$ cat config.mk
export PLATFORM = sky130hd
export DESIGN_NAME = raifes_jtag_dtm
export DESIGN_NICKNAME = d
export VERILOG_FILES = /design/src/rtl/raifes_jtag_dtm.sv
export SDC_FILE = /design/constraint.sdc
export NUM_CORES = 1
export LEC_CHECK = 0
export ABC_AREA = 0
export CORE_AREA = 10 10 129 131
export DETAILED_ROUTE_END_ITERATION = 8
export DIE_AREA = 0 0 139 141
export PLACE_DENSITY = 0.71
export SLEW_MARGIN = 5
export SYNTH_ARGS = -nofsm -noshare
export SYNTH_HDL_FRONTEND = slang
export SYNTH_SLANG_ARGS = --single-unit
$ cat constraint.sdc
create_clock -name clk -period 2.7 [get_ports clk]
set_input_delay 0.54 -clock clk [delete_from_list [all_inputs] [get_ports clk]]
set_output_delay 0.54 -clock clk [all_outputs]
set_load 0.01 [all_outputs]
$ cat src/rtl/raifes_jtag_dtm.sv
// raifes_jtag_dtm: oversampled JTAG TAP controller plus RISC-V Debug Transport
// Module (debug spec 0.13). TCK/TMS/TDI are sampled on clk, so there is one
// clock domain. The JTAG side feeds DMI requests to the debug module.
// Optional feature macro: RAIFES_JTAG_IDCODE_EN. When it is defined, the IDCODE
// instruction (0x01) and its register exist and IR resets to 0x01. Otherwise
// 0x01 decodes as BYPASS and IR resets to 0x1F.
module raifes_jtag_dtm #(
    parameter logic [31:0] IDCODE = 32'h1000_0A6D,
    parameter int unsigned ABITS  = 6
) (
    input  logic             clk,
    input  logic             reset,
    input  logic             tck,
    input  logic             tms,
    input  logic             tdi,
    output logic             tdo,
    output logic             dmi_req_valid,
    input  logic             dmi_req_ready,
    output logic [1:0]       dmi_req_op,
    output logic [ABITS-1:0] dmi_req_addr,
    output logic [31:0]      dmi_req_data,
    input  logic             dmi_resp_valid,
    input  logic [31:0]      dmi_resp_data,
    input  logic             dmi_resp_err
);

    localparam int DW = ABITS + 34;
    localparam logic [5:0] ABITS_F = 6'(ABITS);

    localparam logic [4:0] IR_IDCODE = 5'h01;
    localparam logic [4:0] IR_DTMCS  = 5'h10;
    localparam logic [4:0] IR_DMI    = 5'h11;
`ifdef RAIFES_JTAG_IDCODE_EN
    localparam logic [4:0]  IR_RESET   = 5'h01;
    localparam logic [31:0] IDCODE_VAL = IDCODE;
`else
    localparam logic [4:0]  IR_RESET   = 5'h1F;
    localparam logic [31:0] IDCODE_VAL = 32'h0000_0000;
`endif

    typedef enum logic [3:0] {
        TAP_RESET, TAP_IDLE,
        TAP_SEL_DR, TAP_CAP_DR, TAP_SHIFT_DR, TAP_EXIT1_DR, TAP_PAUSE_DR, TAP_EXIT2_DR, TAP_UPDATE_DR,
        TAP_SEL_IR, TAP_CAP_IR, TAP_SHIFT_IR, TAP_EXIT1_IR, TAP_PAUSE_IR, TAP_EXIT2_IR, TAP_UPDATE_IR
    } tap_state_e;

    typedef enum logic [1:0] {
        REQ_IDLE = 2'd0,
        REQ_BUSY = 2'd1,
        REQ_WAIT = 2'd2
    } req_state_e;

    // IEEE 1149.1 TAP transition table.
    function automatic tap_state_e tap_next(input tap_state_e s, input logic m);
        tap_state_e n;
        case (s)
            TAP_RESET:     n = m ? TAP_RESET    : TAP_IDLE;
            TAP_IDLE:      n = m ? TAP_SEL_DR   : TAP_IDLE;
            TAP_SEL_DR:    n = m ? TAP_SEL_IR   : TAP_CAP_DR;
            TAP_CAP_DR:    n = m ? TAP_EXIT1_DR : TAP_SHIFT_DR;
            TAP_SHIFT_DR:  n = m ? TAP_EXIT1_DR : TAP_SHIFT_DR;
            TAP_EXIT1_DR:  n = m ? TAP_UPDATE_DR : TAP_PAUSE_DR;
            TAP_PAUSE_DR:  n = m ? TAP_EXIT2_DR : TAP_PAUSE_DR;
            TAP_EXIT2_DR:  n = m ? TAP_UPDATE_DR : TAP_SHIFT_DR;
            TAP_UPDATE_DR: n = m ? TAP_SEL_DR   : TAP_IDLE;
            TAP_SEL_IR:    n = m ? TAP_RESET    : TAP_CAP_IR;
            TAP_CAP_IR:    n = m ? TAP_EXIT1_IR : TAP_SHIFT_IR;
            TAP_SHIFT_IR:  n = m ? TAP_EXIT1_IR : TAP_SHIFT_IR;
            TAP_EXIT1_IR:  n = m ? TAP_UPDATE_IR : TAP_PAUSE_IR;
            TAP_PAUSE_IR:  n = m ? TAP_EXIT2_IR : TAP_PAUSE_IR;
            TAP_EXIT2_IR:  n = m ? TAP_UPDATE_IR : TAP_SHIFT_IR;
            TAP_UPDATE_IR: n = m ? TAP_SEL_DR   : TAP_IDLE;
            default:       n = TAP_RESET;
        endcase
        return n;
    endfunction

    // Sticky status only ever moves up; a lower error code never hides a higher one.
    function automatic logic [1:0] stat_max(input logic [1:0] a, input logic [1:0] b);
        return (a > b) ? a : b;
    endfunction

    logic tck_s1_q, tck_s2_q, tck_s3_q, tms_s1_q, tms_s2_q, tdi_s1_q, tdi_s2_q;
    logic tck_s1_d, tck_s2_d, tck_s3_d, tms_s1_d, tms_s2_d, tdi_s1_d, tdi_s2_d;
    logic tck_rise_s, tck_fall_s;

    tap_state_e tap_q, tap_d;
    logic [4:0]    ir_q, ir_d, ir_shift_q, ir_shift_d;
    logic [DW-1:0] dr_q, dr_d, tdi_mask_s;
    logic [7:0]    dr_msb_s;
    logic          tdo_q, tdo_d;
    logic          sel_idcode_s, sel_dtmcs_s, sel_dmi_s;

    req_state_e    req_state_q, req_state_d;
    logic          req_valid_q, req_valid_d;
    logic [1:0]    req_op_q, req_op_d;
    logic [ABITS-1:0] req_addr_q, req_addr_d;
    logic [31:0]   req_data_q, req_data_d;
    logic [31:0]   resp_data_q, resp_data_d;
    logic [1:0]    sticky_q, sticky_d;
    logic          busy_s, op_ok_s;

    // Two-flop synchronisers on the raw pins plus a third tck stage for edge detection.
    always_comb begin
        tck_s1_d   = tck;
        tck_s2_d   = tck_s1_q;
        tck_s3_d   = tck_s2_q;
        tms_s1_d   = tms;
        tms_s2_d   = tms_s1_q;
        tdi_s1_d   = tdi;
        tdi_s2_d   = tdi_s1_q;
        tck_rise_s = tck_s2_q & ~tck_s3_q;
        tck_fall_s = ~tck_s2_q & tck_s3_q;
    end

    // TAP state advances on each synchronised tck rising edge.
    always_comb begin
        if (tck_rise_s) begin
            tap_d = tap_next(tap_q, tms_s2_q);
        end else begin
            tap_d = tap_q;
        end
    end

    // Instruction decode and the active DR length (MSB position for the incoming tdi bit).
    always_comb begin
`ifdef RAIFES_JTAG_IDCODE_EN
        sel_idcode_s = (ir_q == IR_IDCODE);
`else
        sel_idcode_s = 1'b0;
`endif
        sel_dtmcs_s = (ir_q == IR_DTMCS);
        sel_dmi_s   = (ir_q == IR_DMI);
        if (sel_dmi_s) begin
            dr_msb_s = 8'(DW - 1);
        end else if (sel_dtmcs_s || sel_idcode_s) begin
            dr_msb_s = 8'd31;
        end else begin
            dr_msb_s = 8'd0;
        end
        tdi_mask_s = {{(DW-1){1'b0}}, 1'b1} << dr_msb_s;
    end

    // IR/DR capture-shift-update, tdo drive, and the DMI request/response tracker.
    always_comb begin
        ir_shift_d  = ir_shift_q;
        dr_d        = dr_q;
        tdo_d       = tdo_q;
        req_state_d = req_state_q;
        req_op_d    = req_op_q;
        req_addr_d  = req_addr_q;
        req_data_d  = req_data_q;
        resp_data_d = resp_data_q;
        sticky_d    = sticky_q;
        op_ok_s     = (dr_q[1:0] == 2'd1) || (dr_q[1:0] == 2'd2);

        if (tap_q == TAP_RESET) begin
            ir_d = IR_RESET;
        end else begin
            ir_d = ir_q;
        end

        // Debug-module side first, so a same-cycle response retires before a new Update-DR.
        case (req_state_q)
            REQ_BUSY: begin
                if (dmi_req_ready) begin
                    req_state_d = REQ_WAIT;
                end else begin
                    req_state_d = REQ_BUSY;
                end
            end
            REQ_WAIT: begin
                if (dmi_resp_valid) begin
                    req_state_d = REQ_IDLE;
                    resp_data_d = dmi_resp_data;
                    if (dmi_resp_err) begin
                        sticky_d = stat_max(sticky_d, 2'd2);
                    end else begin
                        sticky_d = sticky_d;
                    end
                end else begin
                    req_state_d = REQ_WAIT;
                end
            end
            default: req_state_d = req_state_q;
        endcase
        busy_s = (req_state_d != REQ_IDLE);

        if (tck_rise_s) begin
            case (tap_q)
                TAP_CAP_IR:    ir_shift_d = 5'b00001;
                TAP_SHIFT_IR:  ir_shift_d = {tdi_s2_q, ir_shift_q[4:1]};
                TAP_UPDATE_IR: ir_d = ir_shift_q;
                TAP_CAP_DR: begin
                    if (sel_dmi_s) begin
                        dr_d = {req_addr_q, resp_data_d, (busy_s ? 2'd3 : sticky_d)};
                        if (busy_s) begin
                            sticky_d = stat_max(sticky_d, 2'd3);
                        end else begin
                            sticky_d = sticky_d;
                        end
                    end else if (sel_dtmcs_s) begin
                        dr_d = DW'({17'd0, 3'd1, sticky_d, ABITS_F, 4'd1});
                    end else if (sel_idcode_s) begin
                        dr_d = DW'(IDCODE_VAL);
                    end else begin
                        dr_d = {DW{1'b0}};
                    end
                end
                TAP_SHIFT_DR:  dr_d = (dr_q >> 1) | ({DW{tdi_s2_q}} & tdi_mask_s);
                TAP_UPDATE_DR: begin
                    if (sel_dmi_s) begin
                        if (sticky_d != 2'd0) begin
                            sticky_d = sticky_d;
                        end else if (busy_s) begin
                            sticky_d = 2'd3;
                        end else if (op_ok_s) begin
                            req_state_d = REQ_BUSY;
                            req_op_d    = dr_q[1:0];
                            req_data_d  = dr_q[33:2];
                            req_addr_d  = dr_q[DW-1:34];
                        end else begin
                            req_state_d = req_state_d;
                        end
                    end else if (sel_dtmcs_s) begin
                        if (dr_q[17]) begin
                            sticky_d    = 2'd0;
                            req_state_d = REQ_IDLE;
                        end else if (dr_q[16]) begin
                            sticky_d = 2'd0;
                        end else begin
                            sticky_d = sticky_d;
                        end
                    end else begin
                        dr_d = dr_q;
                    end
                end
                default: dr_d = dr_q;
            endcase
        end else begin
            dr_d = dr_q;
        end

        if (tck_fall_s) begin
            case (tap_q)
                TAP_SHIFT_DR: tdo_d = dr_q[0];
                TAP_SHIFT_IR: tdo_d = ir_shift_q[0];
                default:      tdo_d = 1'b0;
            endcase
        end else begin
            tdo_d = tdo_q;
        end

        req_valid_d = (req_state_d == REQ_BUSY);
    end

    // State registers with synchronous active-high reset.
    always_ff @(posedge clk) begin
        if (reset) begin
            tck_s1_q    <= 1'b0;
            tck_s2_q    <= 1'b0;
            tck_s3_q    <= 1'b0;
            tms_s1_q    <= 1'b0;
            tms_s2_q    <= 1'b0;
            tdi_s1_q    <= 1'b0;
            tdi_s2_q    <= 1'b0;
            tap_q       <= TAP_RESET;
            ir_q        <= IR_RESET;
            ir_shift_q  <= 5'd0;
            dr_q        <= {DW{1'b0}};
            tdo_q       <= 1'b0;
            req_state_q <= REQ_IDLE;
            req_valid_q <= 1'b0;
            req_op_q    <= 2'd0;
            req_addr_q  <= {ABITS{1'b0}};
            req_data_q  <= 32'd0;
            resp_data_q <= 32'd0;
            sticky_q    <= 2'd0;
        end else begin
            tck_s1_q    <= tck_s1_d;
            tck_s2_q    <= tck_s2_d;
            tck_s3_q    <= tck_s3_d;
            tms_s1_q    <= tms_s1_d;
            tms_s2_q    <= tms_s2_d;
            tdi_s1_q    <= tdi_s1_d;
            tdi_s2_q    <= tdi_s2_d;
            tap_q       <= tap_d;
            ir_q        <= ir_d;
            ir_shift_q  <= ir_shift_d;
            dr_q        <= dr_d;
            tdo_q       <= tdo_d;
            req_state_q <= req_state_d;
            req_valid_q <= req_valid_d;
            req_op_q    <= req_op_d;
            req_addr_q  <= req_addr_d;
            req_data_q  <= req_data_d;
            resp_data_q <= resp_data_d;
            sticky_q    <= sticky_d;
        end
    end

    assign tdo           = tdo_q;
    assign dmi_req_valid = req_valid_q;
    assign dmi_req_op    = req_op_q;
    assign dmi_req_addr  = req_addr_q;
    assign dmi_req_data  = req_data_q;

endmodule

# Yosys cells after proc, flatten, opt, wreduce, memory -nomap -nowiden

Cells that the tools add are included.

Bits in registers: 139
Bits in latches: 0
RAM bits: 0
Memory bits (read-only): 0
Input port bits: 40
Output and inout port bits: 42
Logic and storage cells: 115
Memories: 0

$add $sub $neg: 0
Multiply operators: 0
Divide/modulo/power cells: 0
Order comparisons: 2
Equality and inequality tests: 22
Shift-type cells: 1
Multiplexer cells: 51
Bitwise logic cells: 8
Reductions and logical operators: 12

Operators by type and width:

| operator               | count |
|---|---|
| $pmux W40 S2           | 1 |
| $mux W32               | 2 |
| $mux W2                | 27 |
| $pmux W4 S12           | 1 |
| $and A40 B40 Y40       | 1 |
| $mux W40               | 1 |
| $or A39 B40 Y40        | 1 |
| $shl A1 B8 Y40 const A | 1 |
| $eq A4 B4 Y1 const B   | 8 |
| $mux W5                | 4 |
| $eq A4 B3 Y1 const B   | 4 |
| $mux W4                | 4 |
| $mux W13               | 1 |
| $eq A5 B5 Y1 const B   | 2 |
| $pmux W5 S2            | 1 |
| $eq A4 B2 Y1 const B   | 2 |
| $pmux W2 S2            | 2 |
| $reduce_bool A2 Y1     | 4 |
| $eq A2 B1 Y1 const B   | 3 |
| $mux W3                | 2 |
| $mux W6                | 1 |
| $reduce_and A6 Y1      | 1 |
| $eq A2 B2 Y1 const B   | 2 |
| $eq A4 B1 Y1 const B   | 1 |
| 10 further kinds       | 19 |

# Logic depth before layout (Yosys ltp)

Gate-level depths: netlist (run 1).

Depth after elaboration: 11
Depth in mapped cells: 8
Gate-level depth less buffers: 6

# Worst setup path before layout (run 1)

Ideal clock, no wire load.

Path type: register to register
Start point: register ir_q[3]
End point: register dr_q[16]
Library setup time: 81 ps
Arrival time: 1864 ps
Data required time: 2619 ps
Setup slack: 755 ps
Stages on the path, launching flop included: 8
Path through: dfxtp_1 -> or4b_1 -> buf_2 -> or3_1 -> buf_6 -> buf_6 -> a2bb2oi_1 -> a211oi_2

Longest elaborated chain between the ends: 7
Elaborated cells between the ends (all ways): 9

Ends and longest elaborated chain:

| item                   | line | source |
|---|---|---|
| from (decl)            | 88   | `logic [4:0] ir_q, ir_d, ir_shift_q, ir_shift_d;` |
| from (signal assigned) | 288  | `ir_q <= ir_d;` |
| $eq A5 B5 Y1           | 132  | `sel_dtmcs_s = (ir_q == IR_DTMCS);` |
| $mux W5                | 136  | `end else if (sel_dtmcs_s \|\| sel_idcode_s) begin` |
| $mux W6                | 134  | `if (sel_dmi_s) begin` |
| $shl A1 B8 Y40         | 141  | `tdi_mask_s = {{(DW-1){1'b0}}, 1'b1} << dr_msb_s;` |
| $and A40 B40 Y40       | 210  | `TAP_SHIFT_DR: dr_d = (dr_q >> 1) \| ({DW{tdi_s2_q}} & tdi_mask_s);` |
| $or A39 B40 Y40        | 210  |  |
| $pmux W40 S2 *         | 190  | `case (tap_q)` |
| to (signal assigned)   | 270  | `dr_q <= {DW{1'b0}};` |
| to (signal assigned)   | 290  | `dr_q <= dr_d;` |
| to (decl)              | 89   | `logic [DW-1:0] dr_q, dr_d, tdi_mask_s;` |

Every way passes the cells marked *; elsewhere a longest branch is shown, timed or not.
A chain may end at the register's enable or synchronous reset.

# Worst setup path in the final report (run 1)

Start point: register ir_q[3]
End point: register dr_q[25]

The elaborated chain is that of the path after synthesis.

==> results.md, run 1 <==
- Clock Path Buffers: 2
- #FFs+latches synth: between 100 and 150
- Syn_area_per_cell: around 9.5 µm²
- Relative slew slack: 45.5%
- Setup crit end kind: flip-flop
- Die width: 139 µm
- CTS sink count: about 140
- Overall power: between 4000 and 5000 µW
- Core area: ~14,000 µm²
- Area fraction in and, or, nand and nor cells after synthesis: ~21%
- Hold-fix buffers, CTS: 0
- Post-Syn Area: approximately 6200 µm²
- R2R Setup Slk: 0.42 ns
- Share of cells above drive strength 1: about a tenth
- EDFF count, synth: 0
- Worst Path Required: between 3 and 4 ns
- Register share of total power: 47.0%
- Post-detail-place hpwl: between 9000 and 10,000 µm
- Synth Area in Compound Gates: approximately 17%
- Drt pass-1 iters: 6
- Comb power frac: around 3.6%
- Multiplexer area fraction after synthesis: about an eighth
- Diode count: 0
- CTS tree: yes
- DRC: 0
- Place WS: approximately 0.13 ns
- Detailed Route WL: about 15,000 µm
- Leakage: ~0.0026 µW
- Int Pwr: ~3500 µW
- Post-CTS resize count: 0
- Antenna Nets Post-Route: 0
- Largest family of logic cells by synthesized area: simple AND/OR/NAND/NOR gates
- Reg clk slew, reported paths: about 0.050 ns
- Clk root buf: clkbuf_16
- Num CTS Buffers: 17
- Post-synthesis sequential area ratio: ~45%
- Setup tns final: 0 ns
- Routed length per placed instance: roughly 16 µm
- Max VDD drop: 0.431 mV
- Synth unique cells: 53
- Synth Warn #: 0
- First-pass GRT wire length: between 20,000 and 25,000 µm
- Grt total ovfl: 0
- Critical path arrival: approximately 2.6 ns
- Fmax: 0.438 GHz
- H-Tree Depth: 4
- PD cells: ~570 nW/µm²
- Nets: roughly 750
- Crit-path max FO: 22
- DP Cell Count: approximately 870
- Clock Latency Late Sink: approximately 0.42 ns
- Max Cap Viol: 0
- Die Area: ~20,000 µm²
- Area grow syn2layout: 24.1%
- Worst setup SP type: flip-flop
- Setup Viol. Count Final: 0
- Final Max Tran Viols: 0
- Slew @ Worst Pin: 0.811 ns
- Switch share: around a fifth
- Vias in the first global route: 4,731
- Vias after detailed routing: about 4,800
- Area share of xor/xnor cells in the synthesized design: 0.283%
- Psw: 909 µW
- Vias/cell: roughly 5.4
- Fill cell count: between 1,000 and 1,500
- Clock share of power: about 49%
- Port buffer count: 81
- Synth Area in Adders: 0.405%
- Fin worst setup slack: approximately 0.42 ns
- FFs w/ async S/R, synth: 0%
- Fin crit share: a little over four fifths
- Row cnt: 44
- Largest net degree at the start of global routing: 85
- GP Congestion: between 0.8 and 0.9
- Worst hold slack: 0.436 ns
- Initial core utilization: a little over two fifths
- Setup Skew: a little under 0.007 ns
- Initial antenna violation count: 0
- Crit path kind: flip-flop to flip-flop
- Status: completed
- Tmin final: between 2 and 2.5 ns
- Syn_nets: approximately 690
- Post-CTS Setup Inserts: 0
- Hold Path Class: flip-flop to flip-flop
- GRT Util Overall: between 10 and 15%
- Non-Filler Instances: 900
- # IOs: 82
- Most used DFF post-synth: dfxtp_1
- Die span in y: 141 µm
- 1st-iter DRT viols: 343
- RSZ-0062 raised after global routing: no
- Final Hold Viols: 0
- Synth Instances: 649
## cell usage after synthesis (2+ instances only)
cell | instances | area share (%)
xnor2_1 | 2 | 0.28
o21a_1 | 4 | 0.49
clkbuf_1 | 34 | 2.1
buf_6 | 3 | 0.55
a211oi_1 | 17 | 2.1
nor2b_1 | 12 | 1.2
a21o_1 | 4 | 0.49
or2_2 | 2 | 0.20
and3_1 | 2 | 0.20
a2bb2oi_1 | 26 | 3.7
nor4b_1 | 3 | 0.42
nand2b_1 | 93 | 9.4
nand2_1 | 16 | 0.97
buf_1 | 4 | 0.24
nand3_1 | 9 | 0.73
o211ai_1 | 4 | 0.49
a211oi_2 | 21 | 4.2
inv_1 | 9 | 0.55
nor2_1 | 85 | 5.2
ha_1 | 2 | 0.40
a21oi_1 | 11 | 0.89
nor4_1 | 4 | 0.40
o22ai_1 | 5 | 0.51
o21ai_0 | 6 | 0.49
nor3_1 | 6 | 0.49
mux2i_1 | 72 | 12
a311oi_1 | 8 | 1.1
buf_2 | 9 | 0.73
dfxtp_1 | 139 | 45
a22oi_1 | 5 | 0.61
a31oi_1 | 3 | 0.30
buf_4 | 7 | 0.85
nand4_1 | 2 | 0.20
## cell type report
class	instances	area [µm²]	share of cell area [%]
clock buffers	24	492	6.40
multi-input cells	444	3110	40.5
flip-flops and latches	139	2780	36.2
inverters	9	33.8	0.440
clock inverters	7	65.1	0.847
repair buffers	93	961	12.5
well taps	184	230	3.00
## critical path, cell delays in order (launching register included)
cell and delay (ns):
dfxtp_1 0.32, or4b_1 0.67, or3_1 0.55, buf_12 0.24, a2bb2oi_1 0.15, a211oi_1 0.26
## stage by stage
stage	utilization, %	instance area [µm²]
2_1_floorplan	-	6190
3_5_place_dp	50.1	7120
6_report	54.1	7680
4_1_cts	54.1	7680
3_3_place_gp	50.1	7120
5_1_grt	54.1	7680
## flip-flops by register name, summed over array words and instances (netlist names), 2 cells and up
name          count
dr_q             40
dmi_req_data     32
resp_data_q      32
dmi_req_addr      6
ir_q              5
ir_shift_q        5
tap_q             4
dmi_req_op        2
req_state_q       2
sticky_q          2
## layout by cell type (no fill, tap or decap), types with 2 or more instances in the layout
| cell | count |
|---|---|
| ha_1 | 2 |
| a21o_1 | 4 |
| nor4b_2 | 2 |
| mux2i_1 | 72 |
| a211oi_2 | 20 |
| and3_1 | 2 |
| o21ai_0 | 6 |
| nor4b_1 | 2 |
| nor2_1 | 85 |
| xnor2_1 | 2 |
| o21a_1 | 4 |
| a21oi_1 | 11 |
| buf_4 | 8 |
| a311oi_1 | 8 |
| a22oi_1 | 5 |
| nor3_1 | 6 |
| a31oi_1 | 3 |
| buf_12 | 5 |
| nand3_1 | 9 |
| clkbuf_16 | 17 |
| a2bb2oi_1 | 26 |
| or2_2 | 2 |
| clkinvlp_4 | 2 |
| clkdlybuf4s50_1 | 80 |
| nor2b_1 | 12 |
| clkbuf_1 | 3 |
| o22ai_1 | 5 |
| o211ai_1 | 4 |
| nor4_1 | 4 |
| dfxtp_1 | 139 |
| clkinv_2 | 4 |
| clkbuf_8 | 4 |
| nand2b_1 | 93 |
| inv_1 | 9 |
| a211oi_1 | 17 |
| nand4_1 | 2 |
| nand2_1 | 15 |
## power groups by stage
stage | combinational, µW | sequential (µW) | clock (µW)
floorplan | 83.6 | 2110 | 0
global placement | 155 | 2110 | 0
detailed placement | 158 | 2110 | 0
CTS | 159 | 2070 | 2230
global route | 170 | 2070 | 2310
finish | 159 | 2070 | 2180
## logic make-up (layout without fill, tap and decap cells)
| logic type | after synthesis | after routing |
|---|---|---|
| compound gates | 125 | 125 |
| xor+xnor | 2 | 2 |
| fa+ha+maj | 2 | 2 |
| buf+inv | 66 | 133 |
| flops | 139 | 139 |
| mux | 73 | 73 |
| simple gates | 242 | 242 |
## path summary, 6_finish.rpt
| check | from | to | cells after the start |
|---|---|---|---|
| worst max-delay path | ir_q[3]$_SDFF_PP1_ | dr_q[25]$_SDFFE_PP0P_ | 5 |
| worst min-delay path | tdi_s1_q$_SDFF_PP0_ | tdi_s2_q$_SDFF_PP0_ | 1 |
| worst max register to register | ir_q[3]$_SDFF_PP1_ | dr_q[25]$_SDFFE_PP0P_ | 5 |
| worst min register to register | tdi_s1_q$_SDFF_PP0_ | tdi_s2_q$_SDFF_PP0_ | 1 |
## per-layer routing
layer | GRT usage, % | wire (µm)
met5 | 0 | 0
met3 | 4.00 | 761
met4 | 6.70 | 248
met1 | 19.1 | 6840
met2 | 22.7 | 6700
Note: power is estimated with default switching activity, not from simulation.
==> run 2: changes to the inputs <==
--- a/config.mk
+++ b/config.mk
@@ -9,7 +9,7 @@
 export CORE_AREA = 10 10 129 131
 export DETAILED_ROUTE_END_ITERATION = 8
 export DIE_AREA = 0 0 139 141
-export PLACE_DENSITY = 0.71
+export PLACE_DENSITY = 0.74
 export SLEW_MARGIN = 5
 export SYNTH_ARGS = -nofsm -noshare
 export SYNTH_HDL_FRONTEND = slang
==> constraint.sdc (replaced) <==
create_clock -name clk -period 2.1 [get_ports clk]
set_input_delay 0.42 -clock clk [delete_from_list [all_inputs] [get_ports clk]]
set_output_delay 0.42 -clock clk [all_outputs]
set_load 0.01 [all_outputs]
==> run 2 against run 1 <==
Net effect:
- final cell count is 3.0% higher
- first-iteration DRC count increased by 30%
- register-to-register slack worse by 0.38 ns
- critical endpoint is now dmi_req_data[20]$_SDFFE_PP0P_
- count of clock-buffer cells in the layout shrank 3
- final area is 5.2% higher
==> results.md, run 2 (synthesized netlist as in run 1, its figures left out) <==
- First-pass GRT wire length: 25,100 µm (+3.9%)
- Fin area: 8080 µm² (+5.2%)
- 1st-iter DRT viols: 445 (+30%)
- RR Endpoint: dmi_req_data[20]$_SDFFE_PP0P_
- Comb power frac: 3.6% (about the same)
- Clk root buf: clkbuf_16
- Biggest register: dr_q
- Crit path kind: flip-flop to flip-flop
- Setup crit end kind: flip-flop
- Die Area: 19,600 µm² (unchanged)
- Hold-fix buffers, CTS: 0 (unchanged)
- DP Cell Count: 890 (+2.4%)
- Max Cap Viol: 0 (unchanged)
- Clock share of power: 51.8% (+2.4 points)
- R2R Setup Slk: 0.04 ns (-0.38 ns)
- Vias after detailed routing: 4,977 (+2.6%)
- # IOs: 82 (unchanged)
- Fin crit share: 98.1% (+14 points)
- Hold Path End: resp_data_q[8]$_SDFF_PP0_
- Worst hold slack: 0.398 ns (-0.0379 ns)
- GRT Util Overall: 15.3% (+0.51 points)
- Worst setup SP type: flip-flop
- Switch share: 20.8% (+0.22 points)
- Origin of the critical flop-to-flop path: req_state_q[0]$_SDFF_PP0_
- Nets: 772 (+3.5%)
- Commonest non-fill, non-tap cells in the layout: dfxtp_1, nand2b_1, nor2_1
- Diode count: 0 (unchanged)
- PD cells: 739 nW/µm² (+29%)
- Hold Path Class: input port to flip-flop
- Grt total ovfl: 0 (unchanged)
- R2R cell count: 7 (+2)
- Setup Viol. Count Final: 0 (unchanged)
- Num CTS Buffers: 17 (unchanged)
- Initial core utilization: 43.6% (unchanged)
- Non-Filler Instances: 927 (+3.0%)
- Setup tns final: 0 ns (unchanged)
- Detailed Route WL: 15,300 µm (+5.4%)
- H-Tree Depth: 4 (unchanged)
- Min-Delay Path Depth: 2 (+1)
- Critical path arrival: 2.41 ns (-0.20 ns)
- Leakage: 0.00282 µW (+7.3%)
- Post-detail-place hpwl: 10,300 µm (+5.0%)
- Placed Instance Area: 7330 µm² (+2.9%)
- DRC: 0 (unchanged)
- Relative slew slack: 62.2% (+17 points)
- Die span in y: 141 µm (unchanged)
- Area of the multi-input gates: 3150 µm² (+1.2%)
- CP Launch Point: req_state_q[0]$_SDFF_PP0_
- CTS sink count: 139 (unchanged)
- Clock Latency Late Sink: 0.42 ns (about the same)
- Max VDD drop: 0.491 mV (+14%)
- Max FFs per register: 40 (unchanged)
- Reg clk slew, reported paths: 0.06 ns (about the same)
- Crit-path max FO: 7 (-68%)
- Core area: 14,200 µm² (unchanged)
- Final Hold Viols: 0 (unchanged)
- CTS tree: yes
- Clock Path Buffers: 2 (unchanged)
- Status: completed
- Routed length per placed instance: 16.5 µm (+2.3%)
- Vias/cell: 5.37 (-0.35%)
- Fmax: 0.485 GHz (+11%)
- Reg area: 2780 µm² (about the same)
- Vias in the first global route: 5,011 (+5.9%)
- Drt pass-1 iters: 5 (-1)
- Psw: 1240 µW (+37%)
- Die width: 139 µm (unchanged)
- Final Max Tran Viols: 0 (unchanged)
- Critical hold path startpoint: reset
- Row cnt: 44 (unchanged)
- Tmin final: 2.06 ns (-0.222 ns)
- Int Pwr: 4720 µW (+35%)
- Worst Path Required: 2.45 ns (-0.58 ns)
- Antenna Nets Post-Route: 0 (unchanged)
- Fill cell count: 1,214 (-2.2%)
- Initial antenna violation count: 0 (unchanged)
- Overall power: 5970 µW (+35%)
- Setup Skew: 0.00798 ns (+0.00122 ns)
- Register share of total power: 44.6% (-2.4 points)
- GP Congestion: 0.824 (-3.0%)
- Area grow syn2layout: 30.6%
- Largest net degree at the start of global routing: 92 (+8.2%)
- Most common cell after layout, fill and taps aside: dfxtp_1
- Slew @ Worst Pin: 0.559 ns (-0.253 ns)
- Port buffer count: 81 (unchanged)
- Share of cells above drive strength 1: 14.0% (+4.2 points)
-- run 2: changes by cell type in the layout (fill, tap and decap cells not counted), moves of 2 or more --
cell / before / now
buf_12: 5 / 9
buf_4: 8 / 26
bufinv_16: 1 / 3
clkbuf_1: 3 / 1
clkbuf_16: 17 / 19
clkinv_4: 0 / 2
-- run 2: power by group through the flow --
stage | Sequential (µW) | Combinational [µW] | Clock (µW)
6_report | 2660 | 216 | 3090
3_3_place_gp | 2710 | 208 | 0
3_5_place_dp | 2710 | 212 | 0
2_1_floorplan | 2710 | 108 | 0
5_1_grt | 2660 | 230 | 3260
4_1_cts | 2660 | 214 | 3120
-- run 2: through the flow --
step / setup slack, ns / utilization, %
final: 0.0394 / 56.9
after global routing: -0.0189 / 56.9
after detailed placement: -0.260 / 51.6
after CTS: 0.0162 / 56.1
after global placement: -0.131 / 51.6
after floorplan: 0.155 / -
-- run 2: area by class of cell --
type / count / area share [%]
Multi-Input combinational cell: 444 / 39.0
Sequential cell: 139 / 34.5
Timing Repair Buffer: 119 / 15.7
Clock buffer: 21 / 5.82
Tap cell: 184 / 2.85
Clock inverter: 11 / 1.77
Inverter: 9 / 0.418
-- run 2: worst max-delay path, stage by stage (launching register included) --
cell	delay, ns
dfxtp_2	0.36
inv_2	0.05
ha_4	0.16
nor2b_4	0.12
o32a_1	0.37
and4b_4	0.51
clkbuf_16	0.22
mux2i_1	0.18
-- run 2: per-layer routing --
layer | GRT usage [%] | vias to the layer above | routed length, µm
met5 | 0 | - | 0
met4 | 6.53 | 0 | 308
met3 | 3.86 | 28 | 732
met2 | 25.2 | 112 | 7370
met1 | 18.7 | 2399 | 6920
li1 | - | 2438 | -
-- run 2: worst max-delay path by stage --
stage                                    endpoint  slack [ns]  cells past startpoint
finish              dmi_req_data[20]$_SDFFE_PP0P_        0.04                      7
global route        dmi_req_data[18]$_SDFFE_PP0P_       -0.02                      7
CTS                 dmi_req_data[18]$_SDFFE_PP0P_        0.02                      6
detailed placement   dmi_req_data[2]$_SDFFE_PP0P_       -0.26                      6
global placement    dmi_req_data[29]$_SDFFE_PP0P_       -0.13                      6
floorplan                   dr_q[16]$_SDFFE_PP0P_        0.15                      7
-- run 2: repair_timing --
| item | in CTS | in global routing |
|---|---|---|
| gates resized for setup | 3 | 8 |
| setup buffers | 0 | 2 |
| setup endpoints to repair | 3 | 37 |
| pin swaps | 0 | 2 |
| gates cloned | 1 | 2 |
==> run 3: changes to the inputs <==
--- a/config.mk
+++ b/config.mk
@@ -9,7 +9,9 @@
 export CORE_AREA = 10 10 129 131
 export DETAILED_ROUTE_END_ITERATION = 8
 export DIE_AREA = 0 0 139 141
-export PLACE_DENSITY = 0.74
+export DONT_BUFFER_PORTS = 1
+export PLACE_DENSITY = 0.66
+export SKIP_CTS_REPAIR_TIMING = 1
 export SLEW_MARGIN = 5
 export SYNTH_ARGS = -nofsm -noshare
 export SYNTH_HDL_FRONTEND = slang
==> run 3 against run 2 <==
Net effect:
- total power up 0.55%
- clock power up 6%
- worst hold slack worse by 0.31 ns
- sequential power about the same
- maximum frequency up 0.39%
- flip-flop and latch count unchanged
- count of clock-buffer cells in the layout up 1
- die area unchanged
- non-clock buffer count down 87
- register-to-register slack about the same
- first-iteration DRC count down 17%
- core utilization down 5.9 points
- critical endpoint is now dr_q[35]$_SDFFE_PP0P_
==> results.md, run 3 (synthesized netlist as in run 1, its figures left out) <==
- Status: completed
- Initial core utilization: 43.6% (unchanged)
- Final Max Tran Viols: 0 (unchanged)
- Max Cap Viol: 0 (unchanged)
- DRC: 0 (unchanged)
- Crit path to: dr_q[35]$_SDFFE_PP0P_
- Setup crit end kind: flip-flop
- Row cnt: 44 (unchanged)
- Place WS: -0.00835 ns (+0.252 ns)
- Core area: 14,200 µm² (unchanged)
- Crit path kind: flip-flop to flip-flop
- Die span in y: 141 µm (unchanged)
- Drt pass-1 iters: 6 (+1)
- Post-detail-place hpwl: 9720 µm (-6.0%)
- Min-Delay Path Depth: 1 (-1)
- Die width: 139 µm (unchanged)
- Detailed Route WL: 15,300 µm (about the same)
- Commonest non-fill, non-tap cells in the layout: dfxtp_1, nand2b_1, nor2_1
- Origin of the critical flop-to-flop path: tap_q[3]$_SDFFE_PP0P_
- Fill cell count: 1,263 (+4.0%)
- Share of cells above drive strength 1: 15.2% (+1.2 points)
- Nets: 685 (-11%)
- Max FFs per register: 40 (unchanged)
- Clk root buf: clkbuf_16
- Vias in the first global route: 4,624 (-7.7%)
- Setup Skew: 0.0128 ns (+0.00479 ns)
- Worst Path Required: 2.39 ns (-0.06 ns)
- Num CTS Buffers: 17 (unchanged)
- Clock Path Buffers: 2 (unchanged)
- PD cells: 829 nW/µm² (+12%)
- Crit-path max FO: 32 (+25)
- Relative slew slack: 56.4% (-5.9 points)
- Setup Viol. Count Final: 0 (unchanged)
- CTS sink count: 139 (unchanged)
- H-Tree Depth: 4 (unchanged)
- Clock Latency Late Sink: 0.42 ns (about the same)
- Placed Instance Area: 6410 µm² (-12%)
- Setup tns final: 0 ns (unchanged)
- Grt total ovfl: 0 (unchanged)
- Fin crit share: 97.7% (-0.38 points)
- Final Hold Viols: 0 (unchanged)
- Antenna Nets Post-Route: 0 (unchanged)
- Most common cell after layout, fill and taps aside: dfxtp_1
- 1st-iter DRT viols: 369 (-17%)
- Diode count: 0 (unchanged)
- Max VDD drop: 0.502 mV (+2.4%)
- Worst setup SP type: flip-flop
- Fin worst setup slack: 0.0474 ns (+0.00801 ns)
- CTS tree: yes
- GP Congestion: 0.853 (+3.4%)
- Tmin final: 2.05 ns (-0.00801 ns)
- Die Area: 19,600 µm² (unchanged)
- CP Launch Point: tap_q[3]$_SDFFE_PP0P_
- Largest net degree at the start of global routing: 181 (+97%)
- RR Endpoint: dr_q[35]$_SDFFE_PP0P_
- Vias after detailed routing: 4,641 (-6.8%)
- Fin area: 7230 µm² (-10%)
- R2R Setup Slk: 0.05 ns (about the same)
- Routed length per placed instance: 18.2 µm (+10%)
- Vias/cell: 5.53 (+2.9%)
- First-pass GRT wire length: 24,000 µm (-4.4%)
- GRT Util Overall: 14.8% (-0.54 points)
- Biggest register: dr_q
- Reg clk slew, reported paths: 0.06 ns (about the same)
- Area grow syn2layout: 16.9%
- Critical path arrival: 2.35 ns (-0.06 ns)
- Port buffer count: 0 (-100%)
- R2R cell count: 7 (unchanged)
- Initial antenna violation count: 0 (unchanged)
- Slew @ Worst Pin: 0.653 ns (+0.0942 ns)
- Hold Path Class: input port to flip-flop
- Leakage: 0.00250 µW (-11%)
- # IOs: 82 (unchanged)
- Fmax: 0.487 GHz (+0.39%)
-- run 3: cell types whose count changed in the layout (fill, tap and decap cells not counted), moves of 2 or more --
cell / delta
clkinv_4: -2
clkinv_2: -2
buf_4: -4
clkdlybuf4s50_1: -80
buf_12: -3
-- run 3: how the worst min path moves through the flow --
stage,to,startpoint,slack [ns]
after floorplan,tck_s2_q$_SDFF_PP0_,tck_s1_q$_SDFF_PP0_,0.41
after global placement,tck_s2_q$_SDFF_PP0_,tck_s1_q$_SDFF_PP0_,0.42
after detailed placement,tdi_s2_q$_SDFF_PP0_,tdi_s1_q$_SDFF_PP0_,0.42
after CTS,dr_q[16]$_SDFFE_PP0P_,reset,0.06
after global routing,resp_data_q[23]$_SDFF_PP0_,reset,0.06
final,resp_data_q[23]$_SDFF_PP0_,reset,0.09
-- run 3: area by class of cell --
cell class	instances	area [µm²]	area share (%)
Clock buffer	22	484	6.69
Clock inverter	10	161	2.23
Inverter	9	33.8	0.467
Multi-Input combinational cell	444	3170	43.8
Sequential cell	139	2780	38.5
Tap cell	184	230	3.18
Timing Repair Buffer	32	372	5.14
-- run 3: critical path, stage by stage, from the launching register on --
cell	delay, ns
dfxtp_1	0.33
buf_4	0.18
nor4b_2	0.63
buf_12	0.28
nor3_2	0.09
buf_4	0.16
a22oi_1	0.16
a211oi_1	0.10
-- run 3: metrics by stage --
step	power (µW)	utilization, %	cells	hold slack [ns]
finish	6000	50.9	840	0.0913
floorplan	2820	-	649	0.414
detailed placement	2790	45.2	800	0.422
global placement	2790	45.2	800	0.417
CTS	6040	49.7	832	0.0628
global route	6160	50.9	840	0.0620
-- run 3: metal layers --
layer  GRT usage (%)  share of wire, %  wire length [µm]
met1            17.9                44              6720
met4            5.82               1.5               232
met5               0                 0                 0
met2            23.2                48              7280
met3            5.61               7.1              1090
-- run 3: power by group --
part	total, µW	switching [µW]	internal, µW
sequential	2660	11.0	2650
clock	3260	1150	2110
combinational	75.7	29.6	46.1
total	6000	1190	4810
